File: config.mk
export PLATFORM = sky130hd
export DESIGN_NAME = seq_div_8by4
export DESIGN_NICKNAME = d
export VERILOG_FILES = /design/src/rtl/seq_div_8by4.sv
export SDC_FILE = /design/constraint.sdc
export NUM_CORES = 1
export LEC_CHECK = 0
export ABC_CLOCK_PERIOD_IN_PS = 2300
export BUFFER_PORTS_ARGS = -buffer_cell sky130_fd_sc_hd__buf_2
export CAP_MARGIN = 15
export CORE_MARGIN = 1
export CORE_UTILIZATION = 55
export DETAILED_ROUTE_END_ITERATION = 7
export PLACE_DENSITY = 0.84
export SLEW_MARGIN = 5
export SYNTH_ARGS = -nofsm -noshare
export SYNTH_HDL_FRONTEND = slang
export SYNTH_SLANG_ARGS = --single-unit
File: constraint.sdc
create_clock -name clk -period 2.3 [get_ports clk]
set_input_delay 0.23 -clock clk [delete_from_list [all_inputs] [get_ports clk]]
set_output_delay 0.23 -clock clk [all_outputs]
set_load 0.03 [all_outputs]
File: src/rtl/seq_div_8by4.sv
// Purpose    : sequential restoring divider, unsigned DIVIDEND_W / DIVISOR_W -> quotient, remainder.
// Latency    : done pulses DIVIDEND_W cycles after the accept edge (1 cycle for a zero divisor).
// Backpressure: start is ignored while busy; no queuing, results hold until the next completion.
//
// Ports:
//   clk, rst_n          clock (rising edge), asynchronous active-low reset
//   start               request, sampled only while idle
//   dividend, divisor   operands, captured on the accepting edge
//   busy                high while a division is in flight
//   done                one-cycle pulse when quotient/remainder/div_by_zero are updated
//   quotient, remainder registered results
//   div_by_zero         set when the accepted divisor was zero
module seq_div_8by4 #(
    parameter int DIVIDEND_W = 8,
    parameter int DIVISOR_W  = 4
) (
    input  logic                  clk,
    input  logic                  rst_n,
    input  logic                  start,
    input  logic [DIVIDEND_W-1:0] dividend,
    input  logic [DIVISOR_W-1:0]  divisor,
    output logic                  busy,
    output logic                  done,
    output logic [DIVIDEND_W-1:0] quotient,
    output logic [DIVISOR_W-1:0]  remainder,
    output logic                  div_by_zero
);

    localparam int CNT_W = $clog2(DIVIDEND_W + 1);

    typedef enum logic [1:0] {
        IDLE = 2'd0,
        RUN  = 2'd1,
        ZDIV = 2'd2
    } state_t;

    state_t state, state_nxt;

    // dvd_sr starts as the latched dividend; each iteration shifts its MSB out
    // into the partial remainder and shifts the new quotient bit in at the LSB,
    // so after DIVIDEND_W iterations it holds the complete quotient.
    logic [DIVIDEND_W-1:0] dvd_sr, dvd_sr_nxt;
    logic [DIVISOR_W-1:0]  dvs_q;
    logic [DIVISOR_W-1:0]  part, part_nxt;
    logic [DIVISOR_W:0]    shifted;
    logic                  ge;
    logic [CNT_W-1:0]      cnt;
    logic                  last;

    // One restoring step. The stored partial remainder is always < divisor,
    // so after a successful subtract the result fits in DIVISOR_W bits and the
    // subtraction can be done on the low bits alone.
    always_comb begin
        shifted    = {part, dvd_sr[DIVIDEND_W-1]};
        ge         = (shifted >= {1'b0, dvs_q});
        part_nxt   = ge ? (shifted[DIVISOR_W-1:0] - dvs_q) : shifted[DIVISOR_W-1:0];
        dvd_sr_nxt = {dvd_sr[DIVIDEND_W-2:0], ge};
        last       = (cnt == CNT_W'(1));
    end

    // State register
    always_ff @(posedge clk or negedge rst_n) begin
        if (!rst_n) begin
            state <= IDLE;
        end else begin
            state <= state_nxt;
        end
    end

    // Next-state logic
    always_comb begin
        state_nxt = state;
        case (state)
            IDLE: begin
                if (start) begin
                    state_nxt = (divisor == '0) ? ZDIV : RUN;
                end
            end
            RUN: begin
                if (last) begin
                    state_nxt = IDLE;
                end
            end
            ZDIV:    state_nxt = IDLE;
            default: state_nxt = IDLE;
        endcase
    end

    // Outputs decoded from state
    always_comb begin
        busy = (state != IDLE);
    end

    // Datapath and registered results
    always_ff @(posedge clk or negedge rst_n) begin
        if (!rst_n) begin
            dvd_sr      <= '0;
            dvs_q       <= '0;
            part        <= '0;
            cnt         <= '0;
            done        <= 1'b0;
            quotient    <= '0;
            remainder   <= '0;
            div_by_zero <= 1'b0;
        end else begin
            done <= 1'b0;
            case (state)
                IDLE: begin
                    if (start) begin
                        dvd_sr      <= dividend;
                        dvs_q       <= divisor;
                        part        <= '0;
                        cnt         <= CNT_W'(DIVIDEND_W);
                        div_by_zero <= 1'b0;
                    end
                end
                RUN: begin
                    dvd_sr <= dvd_sr_nxt;
                    part   <= part_nxt;
                    cnt    <= cnt - CNT_W'(1);
                    if (last) begin
                        quotient  <= dvd_sr_nxt;
                        remainder <= part_nxt;
                        done      <= 1'b1;
                    end
                end
                ZDIV: begin
                    quotient    <= '1;
                    remainder   <= '1;
                    div_by_zero <= 1'b1;
                    done        <= 1'b1;
                end
                default: begin
                    done <= 1'b0;
                end
            endcase
        end
    end

endmodule

======== Word level (Yosys, flattened, before mapping) ========
Index checks and enable logic that the tools add are counted.
storage, ports and cells
  flip-flop bits (word level) ............. 36
  bits of input ports ..................... 15
  output and inout bits ................... 15
  word-level logic and storage cells ...... 47
cells by class
  add/sub/neg operators ................... 2
  magnitude comparators ................... 1
  eq/ne operators ......................... 5
  muxes and demuxes ....................... 19
  reductions and logical operators ........ 11
operators with widths
  kind                                                 count
  one-hot mux 8 bit (2 select lines)                   2
  one-hot mux 4 bit (2 select lines)                   3
  two-way mux 4 bit                                    4
  two-way mux 8 bit                                    2
  AND reduction 2 bit                                  5
  nonzero test 2 bit                                   4
  two-way mux 2 bit                                    3
  >= comparator 5 x 4 -> 1 bit                         1
  equality test 4 x 1 -> 1 bit, second input constant  1
  logical NOT 4 bit                                    1
  != test 2 bit, second input constant                 2
  one-hot mux 1 bit (2 select lines)                   2
  one-hot mux 2 bit (2 select lines)                   1
  subtractor 4 x 1 -> 4 bit, second input constant     1
  subtractor 4 bit                                     1
  equality test 2 x 1 -> 1 bit, second input constant  1
  equality test 2 bit, second input constant           1
  logical NOT 2 bit                                    1
  two-way mux 1 bit                                    2

======== Depth between registers and ports, before layout ========
  depth in word-level cells ............... 4
  gate-level depth with buffers ........... 8
  depth with buffers taken out ............ 7

======== Worst setup path before layout ========
Ideal clock, no wire load.
  path kind ............................... register -> register
  start point ............................. register dvd_sr[7]
  end point ............................... register part[2]
  data arrival time ....................... 1.753 ns
  slack ................................... 0.425 ns
  stages on the path, launching flop included .. 8
  buffers on the path ..................... 1
  clock period less this slack ............ 1.875 ns
  cells stage by stage .................... dfrtp_1 -> inv_1 -> ha_1 -> nand2b_1 -> a2111o_1 -> buf_6 -> a21o_1 -> a32o_1
between the ends
  longest elaborated chain between the ends .. 3
RTL lines
  element                                                                  RTL line  text
  start, declared                                                          42        logic [DIVIDEND_W-1:0] dvd_sr, dvd_sr_nxt;
  start signal, assigned                                                   110       dvd_sr <= dividend;
  start signal, assigned                                                   118       dvd_sr <= dvd_sr_nxt;
  subtractor 4 bit / >= comparator 5 x 4 -> 1 bit (equally long branches)  56, 55
  two-way mux 4 bit (*)                                                    56        part_nxt = ge ? (shifted[DIVISOR_W-1:0] - dvs_q) : shifted[DIVISOR_W-1:0];
  one-hot mux 4 bit (2 select lines) (*)                                   107       case (state)
  end signal, assigned                                                     119       part <= part_nxt;
  end, declared                                                            44        logic [DIVISOR_W-1:0] part, part_nxt;
Mark *: on every way between the ends. The rest lies on a longest branch, timed or not.
A chain may end at the register's enable or synchronous reset.

======== Worst setup path after layout ========
  start point ............................. register dvd_sr[7]
  end point ............................... register part[0]
Same word-level chain as after synthesis.

==> impl_results.md <==
- Remaining global-route overflow: 0
- EDFF count, synth: 0
- Period minus WS final: 2068 ps
- Worst path top cell family by delay: compound AO/OA/AOI/OAI gates
- H-tree depth: 2
- Area of the multi-input gates: just under 0.001 mm2
- Clock Skews: 12.33 ps
- # diodes: 0
- Worst-skew pair later-pin latency: 360 ps
- DR vias: 1,605
- Mapped Area: 0.001969 mm2
- Largest net degree at the start of global routing: 37
- Clk sinks: 36
- NumNets Final: around 260
- CP endpoint kind: register
- Num rows: 21
- Avg Vias per Cell: between 5 and 6
- VDD IR max: approximately 0.00066 V
- Hold path depth: 2
- Global-route wire length before repair: 6417 um
- GRT Util Overall: a little under a quarter
- Slew @ Worst Pin: 777.1 ps
- Crit path max fanout: 9
- Relative slew slack: 48.19%
- CTS tree: built
- Top area cells in the synthesized netlist: dfrtp_1 46%, nand2_1 6.7%, ha_1 5.7%
- Initial antenna violation count: 0
- Outcome: finished clean
- Die width: 61.84 um
- Iteration-0 DRC Markers: 114
- RSZ-0062 raised after global routing: false
- Slowest library cell on the worst path: a2111o_1
- DR DRC count: 0
- Flip-flop and latch area: 900.9 um2
- Crit-path max cell delay: 550 ps
- Yosys top cell area share: 45.74%
- Final hold vios: 0
- LEAKAGE: 1.109 nW
- Worst setup SP type: register
- Async S/R FF share, synth: 100.0%
- Routed Antenna Nets: 0
- Max-slew violations: 0
- Yosys synthesis warning count: 0
- Hpwl dp: roughly 2800 um
- Filler instances: 288
- Syn_area_per_cell: 9.468 um2
- Core Area: 0.003390 mm2
- Layout area overhead: 13.28%
- Routability cong.: 0.9109
- Seq cells post-synth: 36
- DP Area: 0.002141 mm2
- Cells after synthesis: 208
- Final period util: 89.91%
- Max-Cap Viols: 0
- Seq/Total Area, Yosys: 45.74%
- R2R cell count: 6
- Layout cells sized above 1: 20.92%
- Die Span Y: 61.84 um
- Clock root buffer: clkbuf_4
- Drt pass-1 iters: 4
- Mapped Nets: 233
- Power Density: ~1500 mW/mm2
- WP buf/inv: 1
- Post-synth top cells: 36 x dfrtp_1, 35 x nand2_1, 20 x o21ai_0
- Post-CTS setup repair buffer count: 0
- Crit. path cell count: 6
- Routed wire per std cell: 13.80 um
- Post-route cell area: 0.002231 mm2
- Crit path cell chain: inv_1 -> ha_1 -> nand2b_1 -> a2111o_1 -> and3_2 -> o31ai_2
- Io pins: 30
- Port buffer count: 29
- Inserted Clock Buffers: 5
- Arrival time worst endpoint: 2340 ps
- Most common cell in the netlist: dfrtp_1
- Total power: 3.402 mW
- DIE AREA: 0.003824 mm2
- Primary FF master, synth: dfrtp_1
- Vias in the first global route: 1,471
- TNS Setup: 0 ps
- Library cells used by synthesis: 44
- Worst Path Required: approximately 2600 ps
- Hold Path Class: in2reg
- CTS-repair resized insts: 0
- Clock-pin slew on the worst setup and hold paths: 110 ps
- Setup violations, final: 0
- Initial Utilization: between 50% and 60%
- Leading area contributor after synthesis: dfrtp_1
- Kind of critical path: reg2reg
- Fmax: about 0.48 GHz
- CTS max path bufs: 2
- WL final: 3934 um
## path summary, 6_finish.rpt
kind | start | endpoint | slack [ps]
max in group asynchronous | rst_n | state[0]$_DFFE_PN0P_ | 1310
setup reg to reg | dvd_sr[7]$_DFFE_PN0P_ | part[0]$_DFFE_PN0P_ | 230
hold reg to reg | quotient[4]$_DFFE_PN0P_ | quotient[4]$_DFFE_PN0P_ | 480
hold / removal | divisor[1] | dvs_q[1]$_DFFE_PN0P_ | 110
setup / recovery | dvd_sr[7]$_DFFE_PN0P_ | part[0]$_DFFE_PN0P_ | 230
min in group asynchronous | rst_n | quotient[6]$_DFFE_PN0P_ | 480
## timing repair
| item | CTS | global route |
|---|---|---|
| hold buffers | 1 | 0 |
| endpoints found under the setup margin | 0 | 0 |
| hold endpoints to repair | 36 | 0 |
## layout make-up
cell class	instances	share of cell area, %
Multi-Input combinational cell	149	43.30
Sequential cell	36	40.38
Timing Repair Buffer	33	7.964
Tap cell	46	2.580
Inverter	13	2.187
Clock inverter	3	1.907
Clock buffer	5	1.683
## routing by layer
metal  wire [um]  global-route usage, %  vias to the layer above  share of wire (%)
met5           0                      0                        -                  0
met4          78                  9.841                        0                2.0
met3         194                  6.418                        8                4.9
met2        1816                  36.10                       47                 46
met1        1844                  30.96                      756                 47
li1            -                      -                      794                  -
## power by group
part / internal (mW) / total [mW] / switching, mW
Combinational: 0.726 / 1.87 / 1.14
Sequential: 0.899 / 1.08 / 0.185
Clock: 0.226 / 0.451 / 0.225
Total: 1.85 / 3.40 / 1.55
## flip-flops by register name, indices dropped and copies added (netlist names)
register and count:
dvd_sr 8, quotient 8, cnt 4, dvs_q 4
part 4, remainder 4, state 2, div_by_zero 1
done 1
## logic make-up (layout without fill, tap and decap cells)
kind of cell | Yosys count | in the layout | share of synthesized area (%)
AND/OR/NAND/NOR | 66 | 66 | 15.25
AO/OA/AOI/OAI | 60 | 60 | 20.27
flip-flops | 36 | 36 | 45.74
buffers and inverters | 23 | 54 | 5.209
multiplexers | 12 | 12 | 6.353
adder cells (fa/ha/maj) | 10 | 10 | 6.735
XOR/XNOR | 1 | 1 | 0.4448
## stage by stage
stage	instances	util, %	setup slack (ps)	hold slack [ps]
after floorplan	208	-	425.4	-65.59
after global placement	276	63.16	365.7	351.1
after detailed placement	276	63.16	298.9	352.1
after CTS	285	65.82	266.0	107.7
after global routing	285	65.82	150.1	108.2
final	285	65.82	232.2	107.9
## worst register-to-register path, cell delays in order (launching register included)
cell and delay (ps):
dfrtp_1 390, inv_1 80, ha_1 330, nand2b_1 180, a2111o_1 550, and3_2 270
o31ai_2 190
## placed cells by master (no fill, tap or decap), types with 2 or more instances in the layout
cell type,instances
nand2_1,35
mux2i_1,8
o22ai_1,5
o21ai_0,19
a22o_1,2
buf_2,29
a21oi_1,6
a21o_1,3
clkbuf_4,5
and2_1,2
nor3_1,2
ha_1,9
nand3b_1,2
inv_1,13
nor2b_1,3
nand3_1,2
nor2_1,12
o211ai_1,4
a31oi_1,5
mux2_2,4
o21a_1,3
dfrtp_1,36
nand2b_1,3
buf_4,3
No activity file was read; power rests on OpenSTA's default activity.
